File: src/rtl/sonar_echo_ranger.sv
// One ultrasonic ranger channel: fires the trigger pulse, then times the
// returning echo in microseconds with a timeout on both the wait and the width.
module sonar_echo_ranger #(
    parameter int TICK_DIV   = 50,
    parameter int TRIG_US    = 10,
    parameter int TIMEOUT_US = 30000,
    parameter int CNT_W      = 16
) (
    input  logic             clk,
    input  logic             rst,
    input  logic             start,
    input  logic             sonar_echo,
    output logic             sonar_trig,
    output logic             busy,
    output logic             done,
    output logic             timeout,
    output logic [CNT_W-1:0] echo_us
);

    localparam int TW = (TICK_DIV > 1) ? $clog2(TICK_DIV) : 1;
    localparam logic [TW-1:0]    TICK_LAST = TW'(TICK_DIV - 1);
    localparam logic [CNT_W-1:0] TRIG_LAST = CNT_W'(TRIG_US - 1);
    localparam logic [CNT_W-1:0] TMO_LAST  = CNT_W'(TIMEOUT_US - 1);
    localparam logic [CNT_W-1:0] TMO_LIM   = CNT_W'(TIMEOUT_US);

    typedef enum logic [2:0] {
        IDLE,
        TRIG,
        WAIT_RISE,
        MEASURE,
        FINISH
    } state_t;

    state_t state, state_nx;

    logic echo_meta_p0, echo_sync_p1, echo_prev_p2;
    logic rise, fall;

    logic [TW-1:0]    tick_cnt;
    logic [CNT_W-1:0] us_cnt;
    logic             tick;
    logic             limit_hit;

    logic             res_load;
    logic             res_valid;
    logic [CNT_W-1:0] meas_val;

    function automatic logic [CNT_W-1:0] sat_inc(input logic [CNT_W-1:0] v);
        if (v >= TMO_LIM)
            return TMO_LIM;
        else
            return v + CNT_W'(1);
    endfunction

    // Echo synchroniser (p0, p1) and edge-detect history (p2)
    always_ff @(posedge clk or posedge rst) begin
        if (rst) begin
            echo_meta_p0 <= 1'b0;
            echo_sync_p1 <= 1'b0;
            echo_prev_p2 <= 1'b0;
        end else begin
            echo_meta_p0 <= sonar_echo;
            echo_sync_p1 <= echo_meta_p0;
            echo_prev_p2 <= echo_sync_p1;
        end
    end

    assign rise = echo_sync_p1 & ~echo_prev_p2;
    assign fall = ~echo_sync_p1 & echo_prev_p2;

    assign tick      = (tick_cnt == TICK_LAST);
    // The counter is about to reach the limit on this tick.
    assign limit_hit = tick && (us_cnt == TMO_LAST);

    // The fall cycle's own tick still belongs to the echo width.
    assign meas_val  = tick ? sat_inc(us_cnt) : us_cnt;

    always_ff @(posedge clk or posedge rst) begin
        if (rst)
            state <= IDLE;
        else
            state <= state_nx;
    end

    always_comb begin
        state_nx  = state;
        res_load  = 1'b0;
        res_valid = 1'b0;
        case (state)
            IDLE: begin
                if (start)
                    state_nx = TRIG;
            end
            TRIG: begin
                if (tick && (us_cnt == TRIG_LAST))
                    state_nx = WAIT_RISE;
            end
            WAIT_RISE: begin
                if (rise) begin
                    state_nx = MEASURE;
                end else if (limit_hit) begin
                    state_nx = FINISH;
                    res_load = 1'b1;
                end
            end
            MEASURE: begin
                if (fall) begin
                    state_nx  = FINISH;
                    res_load  = 1'b1;
                    res_valid = 1'b1;
                end else if (limit_hit) begin
                    state_nx = FINISH;
                    res_load = 1'b1;
                end
            end
            FINISH: begin
                state_nx = IDLE;
            end
            default: begin
                state_nx = IDLE;
            end
        endcase
    end

    // Prescaler and us counter restart on every state entry
    always_ff @(posedge clk or posedge rst) begin
        if (rst) begin
            tick_cnt <= '0;
            us_cnt   <= '0;
        end else if ((state_nx != state) || (state == IDLE)) begin
            tick_cnt <= '0;
            us_cnt   <= '0;
        end else if (tick) begin
            tick_cnt <= '0;
            us_cnt   <= sat_inc(us_cnt);
        end else begin
            tick_cnt <= tick_cnt + TW'(1);
        end
    end

    always_ff @(posedge clk or posedge rst) begin
        if (rst) begin
            echo_us <= '0;
            timeout <= 1'b0;
        end else if (res_load) begin
            if (res_valid) begin
                echo_us <= meas_val;
                timeout <= 1'b0;
            end else begin
                echo_us <= '1;
                timeout <= 1'b1;
            end
        end
    end

    assign sonar_trig = (state == TRIG);
    assign busy       = (state != IDLE);
    assign done       = (state == FINISH);

endmodule

File: config.mk
export PLATFORM = sky130hd
export DESIGN_NAME = sonar_echo_ranger
export DESIGN_NICKNAME = d
export VERILOG_FILES = /design/src/rtl/sonar_echo_ranger.sv
export SDC_FILE = /design/constraint.sdc
export NUM_CORES = 1
export LEC_CHECK = 0
export BUFFER_PORTS_ARGS = -buffer_cell sky130_fd_sc_hd__buf_2
export CAP_MARGIN = 10
export CORE_ASPECT_RATIO = 0.8
export CORE_MARGIN = 5
export CORE_UTILIZATION = 63
export DETAILED_ROUTE_END_ITERATION = 8
export PLACE_DENSITY = 0.84
export SLEW_MARGIN = 20
export SYNTH_ARGS = -nofsm -noshare
export SYNTH_HDL_FRONTEND = slang
export SYNTH_SLANG_ARGS = --single-unit
File: constraint.sdc
create_clock -name clk -period 4.5 [get_ports clk]
set_clock_uncertainty 0.05 [all_clocks]
set_input_delay 0.45 -clock clk [delete_from_list [all_inputs] [get_ports clk]]
set_output_delay 0.45 -clock clk [all_outputs]
set_load 0.01 [all_outputs]
# Word-level counts from Yosys, hierarchy flattened
# Cells that the tools add are included.
[word_totals] regBits=45 input_bits=4 out_inout_bits=20 wordCells=47
[op_classes] add_sub_neg=2 n_lt_le_gt_ge=1 n_eq_ne=8 muxes=19 bitwise_logic=4 n_reduce_logical=5
[ops] cell="$mux W16" count=4
[ops] cell="$add A16 B1 Y16 const B" count=1
[ops] cell="$eq A16 B15 Y1 const B" count=1
[ops] cell="$eq A16 B4 Y1 const B" count=1
[ops] cell="$ge A16 B15 Y1 const B" count=1
[ops] cell="$mux W3" count=5
[ops] cell="$mux W6" count=2
[ops] cell="$pmux W3 S4" count=1
[ops] cell="$add A6 B1 Y6 const B" count=1
[ops] cell="$eq A3 B2 Y1 const B" count=2
[ops] cell="$eq A6 B6 Y1 const B" count=1
[ops] cell="$mux W1" count=6
[ops] cell="$eq A3 B1 Y1 const B" count=1
[ops] cell="$eq A3 B3 Y1 const B" count=1
[ops] cell="$logic_not A3 Y1" count=1
[ops] cell="$ne A3 B3 Y1" count=1
[ops] cell="$reduce_bool A3 Y1" count=1
[ops] cell="$and A1 B1 Y1" count=2
[ops] cell="$logic_and A1 B1 Y1" count=2
[ops] cell="$not A1 Y1" count=2
[ops] cell="$pmux W1 S2" count=1
[ops] cell="$logic_or A1 B1 Y1" count=1

# Logic depth before layout (Yosys ltp)
[depth] word_depth=8 ltp_mapped=9

# Worst setup path before layout
# OpenSTA, ideal clock, no wires.
[synth_timing] path_kind="register to register" startpoint="register us_cnt[1]" endpoint="register tick_cnt[2]" setup_ns=0.138 arrival_time_ns=1.951 required_ns=4.312 setup_slack_ns=2.361 stages_incl_launch_ff=9 n_path_buf=1 period_less_slack_ns=2.139 cell_sequence="dfrtp_1 > inv_1 > ha_1 > or4b_2 > nor3_2 > nand2_1 > a22oi_1 > buf_4 > nor4_1"
[synth_between] elab_chain_len=8 elab_cells_between_ends=12 classes_between="3 x eq/ne; 6 x mux; 3 x reduce/logical"
[synth_lines] item="start: declaration" line="40" rtl="logic [CNT_W-1:0] us_cnt;"
[synth_lines] item="start signal: assignment" line="135" rtl="us_cnt <= sat_inc(us_cnt);"
[synth_lines] item="$eq A16 B15 Y1" line="73" rtl="assign limit_hit = tick && (us_cnt == TMO_LAST);"
[synth_lines] item="$logic_and A1 B1 Y1" line="73"
[synth_lines] item="$mux W3" line="101, 111"
[synth_lines] item="$mux W3, on equally long branches" line="107, 99"
[synth_lines] item="$pmux W3 S4 *" line="89" rtl="case (state)"
[synth_lines] item="$ne A3 B3 Y1 *" line="130" rtl="end else if ((state_nx != state) || (state == IDLE)) begin"
[synth_lines] item="$logic_or A1 B1 Y1 *" line="130"
[synth_lines] item="$mux W6 *" line="130"
[synth_lines] item="end signal: assignment" line="137" rtl="tick_cnt <= tick_cnt + TW'(1);"
[synth_lines] item="end: declaration" line="39" rtl="logic [TW-1:0] tick_cnt;"
# Mark *: on every way between the ends. The rest lies on a longest branch, timed or not.
# A chain may end at the register's enable or synchronous reset.

# Final worst setup path
[layout_timing] startpoint="register us_cnt[11]" endpoint="register us_cnt[7]"
[layout_between] elab_chain_len=8 elab_cells_between_ends=15 classes_between="1 x order compare; 3 x eq/ne; 8 x mux; 3 x reduce/logical"
[layout_lines] item="$eq A16 B15 Y1" line="73"
[layout_lines] item="$logic_and A1 B1 Y1" line="73"
[layout_lines] item="$mux W3" line="101, 111"
[layout_lines] item="$mux W3, on equally long branches" line="107, 99"
[layout_lines] item="$pmux W3 S4" line="89"
[layout_lines] item="$ne A3 B3 Y1" line="130"
[layout_lines] item="$logic_or A1 B1 Y1" line="130"
[layout_lines] item="$mux W16 *" line="130"
# Marked as above.

==> flow_metrics.py <==
metrics = {
    "finish": {
        "layout_commonest_cell": "dfrtp_1",
        "layout_common_cells": "dfrtp_1, buf_2, nor4_1, nand2_1, nor2_1",
        "final_nets": 253,
        "area_growth_pct": 9.41,
        "layout-drive-gt1-share_pct": 19.6,
        "nFillCells": 266,
        "multi_input_area_um2": 1130,
        "regArea_um2": 1130,
        "diodes": 0,
    },
    "clock_network": {
        "cts-root-buf": "clkbuf_8",
        "post-cts-setup-buffers": 0,
        "clk_pin_slew_ns": 0.09,
        "cts.sinks": 45,
        "cts_hold_buffers": 0,
        "cts_tree": "done",
        "cts_buffers": 5,
        "clkLatencyLatePin_ns": 0.30,
        "htree_levels": 2,
        "cts_buffer_depth": 2,
        "cts_resized": 0,
    },
    "synthesis": {
        "synth_ff_type": "dfrtp_1",
        "syn_avg_cell_area_um2": 10.4,
        "synth_seq_cells": 45,
        "synth_warnings": 0,
        "ys_async_sr_fraction_pct": 100,
        "synth_cells": 224,
        "syn-num-nets": 233,
        "syn_area_um2": 2340,
        "synth_enable_flop_cells": 0,
        "synth.distinct_cells": 50,
        "yosysSeqAreaShare_pct": 48.1,
    },
    "place": {
        "dpl.hpwl_um": 3500,
        "portBuffers": 23,
        "place.gp.congestion": 0.886,
    },
    "route": {
        "ant_nets": 0,
        "drtIter0Drc": 95,
        "via_per_inst": 6.40,
        "drt_wl_total_um": 4940,
        "vias": 1836,
        "post_drt_wl_per_cell_um": 17.2,
        "firstDrtPassIters": 4,
        "route.detailed.drc": 0,
    },
    "power_and_ir_drop": {
        "pwr-share-comb_pct": 16.0,
        "max-vdd-ir-drop_mv": 0.312,
        "power_per_cell_area_nw_per_um2": 342,
        "seqPwrFrac_pct": 55.2,
        "clkPwrFrac_pct": 28.8,
        "power.switching_mw": 0.258,
        "p_sw_share_pct": 29.5,
        "totalPowerFinal_mw": 0.876,
        "leakage_nw": 1.10,
        "intPower_mw": 0.618,
    },
    "worst_setup_path": {
        "max_stage_delay_ns": 0.63,
        "cp_cell_sequence": "or3_4, nor4_4, nand4_1, a21boi_1, buf_4, nor4_1",
        "cp_max_fo": 14,
        "end_kind": "flip-flop",
        "crit_type": "flip-flop to flip-flop",
        "critPathTopFamily": "simple AND/OR/NAND/NOR gates",
        "crit_slowest_cell": "a21boi_1",
        "worstPathArrival_ns": 2.74,
        "cp.buffers_inverters": 1,
        "crit_required_ns": 4.63,
        "startpoint_type": "flip-flop",
    },
    "floorplanning": {
        "initial_core_util_pct": 67.0,
        "dieArea_um2": 5040,
        "core_um2": 3490,
        "die_y_um": 64.5,
        "io_pins": 24,
        "die_width_um": 78.1,
        "rows": 19,
    },
    "sta": {
        "min_period_ns": 2.62,
        "setup_viol": 0,
        "final.setup.tns_ns": 0,
        "max_freq_ghz": 0.382,
        "whs_ns": 0.205,
        "hold_viol": 0,
        "tightest_slew_ns": 0.818,
        "relSlewSlack_pct": 45.0,
        "grt_setup_unrepaired": "false",
        "period_share_pct": 58.1,
        "drv_slew": 0,
    },
    "min_path": {
        "min_path_type": "primary input to flip-flop",
    },
    "grt": {
        "grt.busiest_layer": "met1",
        "grt_pass1_vias": 1776,
        "grt_use_met3_pct": 4.71,
        "antenna_found_initial": 0,
        "grt.met2_usage_pct": 29.4,
        "grt.overflow.total": 0,
        "grt_start_max_net_pins": 46,
        "met1_usage_pct": 32.6,
        "grt_pass1_wl_um": 8600,
        "grt_use_total_pct": 21.1,
    },
    "run_status": {
        "status": "finished, final reports clean",
    },
    "job": {
        "cap_violations": 0,
    },
}
cells in the mapped netlist, types with 3 or more instances:
cell type,n,area (µm²)
a21oi_1,4,20.0
nor3_1,10,50.1
nor3b_1,6,45.0
nor2_1,11,41.3
xor2_1,7,61.3
o21a_1,4,30.0
nand4_1,5,31.3
a31oi_1,4,25.0
nand2b_1,3,18.8
clkbuf_1,7,26.3
dfrtp_1,45,1130
a211oi_1,8,60.1
a2bb2oi_1,10,87.6
nor4_1,14,87.6
or2_2,3,18.8
nand3_1,10,50.1
o21ai_0,7,35.0
xnor2_1,7,61.3
ha_1,5,62.6
buf_2,3,15.0
nand2_1,12,45.0
inv_1,4,15.0
through the flow:
step	setup WS, ns	cell area [µm²]	std cells	utilization [%]
floorplan	2.36	2340	224	-
detailed placement	1.88	2470	279	70.6
global placement	1.95	2470	279	70.6
global route	1.73	2560	287	73.3
CTS	1.92	2560	287	73.3
finish	1.88	2560	287	73.3
sequential cells by signal, indices dropped and copies added (netlist names):
signal,flops
tick_cnt,6
echo_us,16
us_cnt,16
timeout,1
echo_sync_p1,1
echo_meta_p0,1
echo_prev_p2,1
state,3
metal layers:
metal / wire length, µm / vias up
met5: 0 / -
met4: 34 / 0
met3: 392 / 4
met2: 2170 / 63
met1: 2340 / 890
li1: - / 879
cell families after synthesis:
kind of cell | synth area share (%)
and+or+nand+nor | 23.4
AOI/OAI and AO/OA | 16.9
DFF | 48.1
buffers and inverters | 3.69
xor gates and xnor gates | 5.24
adders and majority gates | 2.67
power by group through the flow:
stage / combinational (mW) / clock [mW] / sequential, mW
after global routing: 0.159 / 0.280 / 0.489
after floorplan: 0.114 / 0 / 0.480
final: 0.140 / 0.252 / 0.484
after global placement: 0.136 / 0 / 0.489
after detailed placement: 0.141 / 0 / 0.491
after CTS: 0.143 / 0.259 / 0.483
cell type report:
type                            count  area share (%)
Multi-Input combinational cell    161            44.0
Clock inverter                      3           0.978
Sequential cell                    45            44.0
Tap cell                           42            2.05
Clock buffer                        5            2.69
Inverter                            4           0.587
Timing Repair Buffer               27            5.67
final timing paths:
| check | startpoint | endpoint | slack [ns] | cells after the start |
|---|---|---|---|---|
| min in group asynchronous | rst | echo_us[7] | 0.21 | 3 |
| max in group asynchronous | rst | state[1] | 3.81 | 3 |
| setup reg to reg | us_cnt[11] | us_cnt[7] | 1.88 | 6 |
| hold reg to reg | echo_meta_p0 | echo_sync_p1 | 0.30 | 0 |
| setup / recovery | us_cnt[11] | us_cnt[7] | 1.88 | 6 |
| hold / removal | sonar_echo | echo_meta_p0 | 0.20 | 1 |
(Power assumes the default switching activity.)
